==> src/rtl/switch_debouncer.sv <==
// switch_debouncer: per-bit 2-flop synchroniser plus stability counter for a
// bank of raw switch inputs. A new level is accepted only after it has been
// seen on the synchronised input for STABLE_CYCLES consecutive cycles. Each
// acceptance emits a one-cycle rise/fall pulse and an aggregate change strobe.
// Every output comes straight from a flop, so there is no combinational path
// from sw_in to any output.

module switch_debouncer #(
    parameter int unsigned WIDTH         = 8,
    parameter int unsigned CNT_W         = 16,
    parameter int unsigned STABLE_CYCLES = 50000
) (
    input  logic             clk,
    input  logic             rst,
    input  logic [WIDTH-1:0] sw_in,
    output logic [WIDTH-1:0] d_out,
    output logic [WIDTH-1:0] rose,
    output logic [WIDTH-1:0] fell,
    output logic             changed
);

    // Terminal count: a mismatch seen while the counter holds this value is
    // the STABLE_CYCLES-th consecutive one, so the new level is accepted.
    localparam logic [CNT_W-1:0] CNT_LAST = CNT_W'(STABLE_CYCLES - 1);
    localparam logic [CNT_W-1:0] CNT_ONE  = CNT_W'(1);

    // Synchroniser stages
    logic [WIDTH-1:0] sync1_q, sync1_d;
    logic [WIDTH-1:0] sync2_q, sync2_d;

    // Per-bit stability counters
    logic [WIDTH-1:0][CNT_W-1:0] cnt_q, cnt_d;

    // Debounced level and event pulses
    logic [WIDTH-1:0] d_out_q, d_out_d;
    logic [WIDTH-1:0] rose_q, rose_d;
    logic [WIDTH-1:0] fell_q, fell_d;
    logic             changed_q, changed_d;

    // Two-stage synchroniser; only sync2 feeds the debounce logic
    always_comb begin
        sync1_d = sw_in;
        sync2_d = sync1_q;
    end

    // Per-bit debounce: clear on match, count on mismatch, accept at terminal count
    always_comb begin
        d_out_d = d_out_q;
        cnt_d   = cnt_q;
        rose_d  = '0;
        fell_d  = '0;
        for (int unsigned i = 0; i < WIDTH; i++) begin
            if (sync2_q[i] == d_out_q[i]) begin
                // Level agrees with the accepted value: any partial count is a glitch
                cnt_d[i] = '0;
            end else if (cnt_q[i] >= CNT_LAST) begin
                // Held long enough: accept and restart so the next event needs a full run
                d_out_d[i] = sync2_q[i];
                cnt_d[i]   = '0;
                rose_d[i]  = sync2_q[i];
                fell_d[i]  = ~sync2_q[i];
            end else begin
                cnt_d[i] = cnt_q[i] + CNT_ONE;
            end
        end
    end

    // Aggregate strobe lines up with the rose/fell pulses it summarises
    always_comb begin
        changed_d = |(rose_d | fell_d);
    end

    // State registers with asynchronous active-high reset
    always_ff @(posedge clk or posedge rst) begin
        if (rst) begin
            sync1_q   <= '0;
            sync2_q   <= '0;
            cnt_q     <= '0;
            d_out_q   <= '0;
            rose_q    <= '0;
            fell_q    <= '0;
            changed_q <= 1'b0;
        end else begin
            sync1_q   <= sync1_d;
            sync2_q   <= sync2_d;
            cnt_q     <= cnt_d;
            d_out_q   <= d_out_d;
            rose_q    <= rose_d;
            fell_q    <= fell_d;
            changed_q <= changed_d;
        end
    end

    // Outputs are taken directly from flops
    assign d_out   = d_out_q;
    assign rose    = rose_q;
    assign fell    = fell_q;
    assign changed = changed_q;

endmodule
==> config.mk <==
export PLATFORM = sky130hd
export DESIGN_NAME = switch_debouncer
export DESIGN_NICKNAME = d
export VERILOG_FILES = /design/src/rtl/switch_debouncer.sv
export SDC_FILE = /design/constraint.sdc
export NUM_CORES = 1
export LEC_CHECK = 0
export BUFFER_PORTS_ARGS = -buffer_cell sky130_fd_sc_hd__buf_2
export CAP_MARGIN = 0
export CORE_UTILIZATION = 46
export DETAILED_ROUTE_END_ITERATION = 8
export GPL_TIMING_DRIVEN = 0
export SETUP_SLACK_MARGIN = 0.1
export SLEW_MARGIN = 15
export SYNTH_ARGS = -nofsm -noshare
export SYNTH_HDL_FRONTEND = slang
export SYNTH_SLANG_ARGS = --single-unit
==> constraint.sdc <==
create_clock -name clk -period 8.05 [get_ports clk]
set_input_delay 1.61 -clock clk [delete_from_list [all_inputs] [get_ports clk]]
set_output_delay 1.61 -clock clk [all_outputs]
set_load 0.03 [all_outputs]
==> impl_metrics.toml <==
[status]
status = "finished clean"

[worst_setup_path]
path_cells = "buf_2"
required_ns = 6.44
start_kind = "register"
arrival_ns = 1.07
cp_max_fo = 5
crit_type = "reg -> out"
end_kind = "primary output"
crit_family = "flip-flops"
cp_slowest_cell = "dfrtp_1"
critical_path.max_stage_delay_ns = 0.40
critical_path_buf_inv_count = 1

[grt]
grtUsageTotal_pct = 17.5
grt_pass1_vias = 4910
grt_overflow = 0
grt_first_pass_wirelength_microns = 22900
antenna_found_initial = 0
grt_max_degree = 117

[drt]
wl_met2_microns = 5950
num_vias = 4893
drt-pass1-iter-count = 4
drt_iter0_markers = 192
drc = 0
drt-vias-per-instance = 4.97
routed-wl-met3_microns = 269
m1WireLength_microns = 6490
route.detailed.wl_per_inst_microns = 13.1
ant_nets = 0
top_layer = "met4"
wirelength_microns = 12900

[synthesis]
synth_edf_count = 0
ys_ff_latch = 169
syn-num-nets = 720
netlist_area_sq_mm = 0.00743
synth-async-reset-ratio_pct = 100
avgSynthCellArea_sq_um = 10.6
synth_flop_cell = "dfrtp_1"
ys_warn_count = 0
ys_seq_area_share_pct = 57.0
ys_types = 32
synthCells = 702

[power_and_ir_drop]
p_per_area_mw_per_mm2 = 206
power.share.sequential_pct = 49.9
peakVddDrop_mv = 0.155
leakage_nw = 3.78
combPwrFrac_pct = 3.2
p_int_mw = 1.37
pwr-share-clk_pct = 46.9
switching_share_pct = 21.9
p_sw_mw = 0.384

[sta]
setup_viol = 0
timing.final.crit_share_pct = 33.3
max_freq_mhz = 373
period_minus_slack_ns = 2.68
tightest_slew_ns = 0.629
slew_violations = 0
final.setup.tns_ns = 0
rsz0062_at_grt = "false"
hold_viol = 0
finClkSkew_ns = 0.00699
max_slew_margin_pct = 57.7

[die]
dieHeight_microns = 129
rows = 46
initial_core_util_pct = 46.9
coreArea_sq_mm = 0.0158
ios = 35
die_x_microns = 129
dieArea_sq_mm = 0.0167

[layout]
nFillCells = 1416
layout-drive-gt1-share_pct = 11.7
final_common_cell = "dfrtp_1"
final_cells = 985
seq_area_sq_mm = 0.00423
area_growth_syn_to_layout_pct = 14.5
fin_nets = 774
diodes = 0
final_cell_area_sq_mm = 0.00850
multiInputGateArea_sq_mm = 0.00306
final_cell_mix = "169 x dfrtp_1, 158 x nor2_1, 63 x xnor2_1, 49 x xor2_1, 41 x buf_2"

[placed_design]
port-buffer-count = 34
place_hpwl_microns = 8690
place_inst = 953
placed_cell_area_sq_mm = 0.00790
place_congestion = 0.811

[clock_tree]
postCtsSetupBuffers = 0
cts_hold_buf = 0
clock_latency_ns = 0.42
clock_path_buffers = 2
cts_root_buf = "clkbuf_16"
cts.sink_count = 169
cts_tree = "yes"
cts_buffers = 17
clk_pin_slew_ns = 0.06
ctsResizeCount = 0
ctsHtreeMaxLevel = 4

[min_path]
holdCritPathClass = "reg -> reg"

[run]
maxCapViolCount = 0
[cells in the mapped netlist (12+ instances only)]
cell type	count	area share, %
and3_1	21	1.8
nand3_1	38	2.6
nor2_1	158	8.0
nor3b_1	16	1.6
nand4_1	26	2.2
xor2_1	49	5.8
nand2_1	36	1.8
clkbuf_1	12	0.61
dfrtp_1	169	57
inv_1	13	0.66
xnor2_1	63	7.4
nor3_1	18	1.2
[final timing paths]
path	from	endpoint	slack, ns	cells past startpoint
max	d_out[3]	d_out[3]	5.37	1
min	sync1_q[0]	sync2_q[0]	0.35	0
max reg2reg	cnt_q[32]	changed	5.81	6
min reg2reg	sync1_q[0]	sync2_q[0]	0.35	0
max in group asynchronous	rst	cnt_q[10]	6.01	3
min in group asynchronous	rst	cnt_q[74]	1.18	2
[metal layers]
layer  vias to the layer above  track usage (%)
met1                      2364             24.2
met2                        40             27.0
met3                        15             3.67
met4                         0             7.27
li1                       2474                -
met5                         -                0
[logic make-up (layout without fill, tap and decap cells)]
group	Yosys count	after routing	share of synthesized area, %
AO/OA/AOI/OAI	26	26	3.10
XOR/XNOR	112	112	13.2
adder cells (fa/ha/maj)	8	8	1.35
buffers and inverters	34	101	1.87
flip-flops	169	169	57.0
multiplexers	8	8	1.21
AND/OR/NAND/NOR	345	345	22.3
[area by class of cell]
| cell class | instances | area share (%) |
|---|---|---|
| sequential | 169 | 49.7 |
| inverter | 13 | 0.662 |
| timing repair buffer | 35 | 2.32 |
| clock buffer | 18 | 5.05 |
| multi-input combinational | 499 | 36.0 |
| tap | 216 | 3.18 |
| clock inverter | 14 | 2.03 |
| buffer | 21 | 1.06 |
[sequential cells by signal, indices dropped and copies added (netlist names)]
signal,count
cnt_q,128
d_out,8
fell,8
rose,8
sync1_q,8
sync2_q,8
changed,1
[power groups by stage]
stage,clock [mW],sequential (mW),combinational (mW)
floorplan,0,0.888,0.0418
global placement,0,0.890,0.0546
detailed placement,0,0.891,0.0585
CTS,0.848,0.875,0.0591
global route,0.884,0.877,0.0673
finish,0.822,0.875,0.0565
[metrics by stage]
step                hold WS (ns)  worst slack (ns)  utilization (%)  power, mW
floorplan                  0.331              1.86                -      0.930
global placement           0.334             0.172             49.7      0.945
global route               0.361              5.31             53.7       1.83
detailed placement         0.337              5.50             49.9      0.949
CTS                        0.355              5.35             53.7       1.78
finish                     0.345              5.37             53.7       1.75
Note: power is estimated with default switching activity, not from simulation.
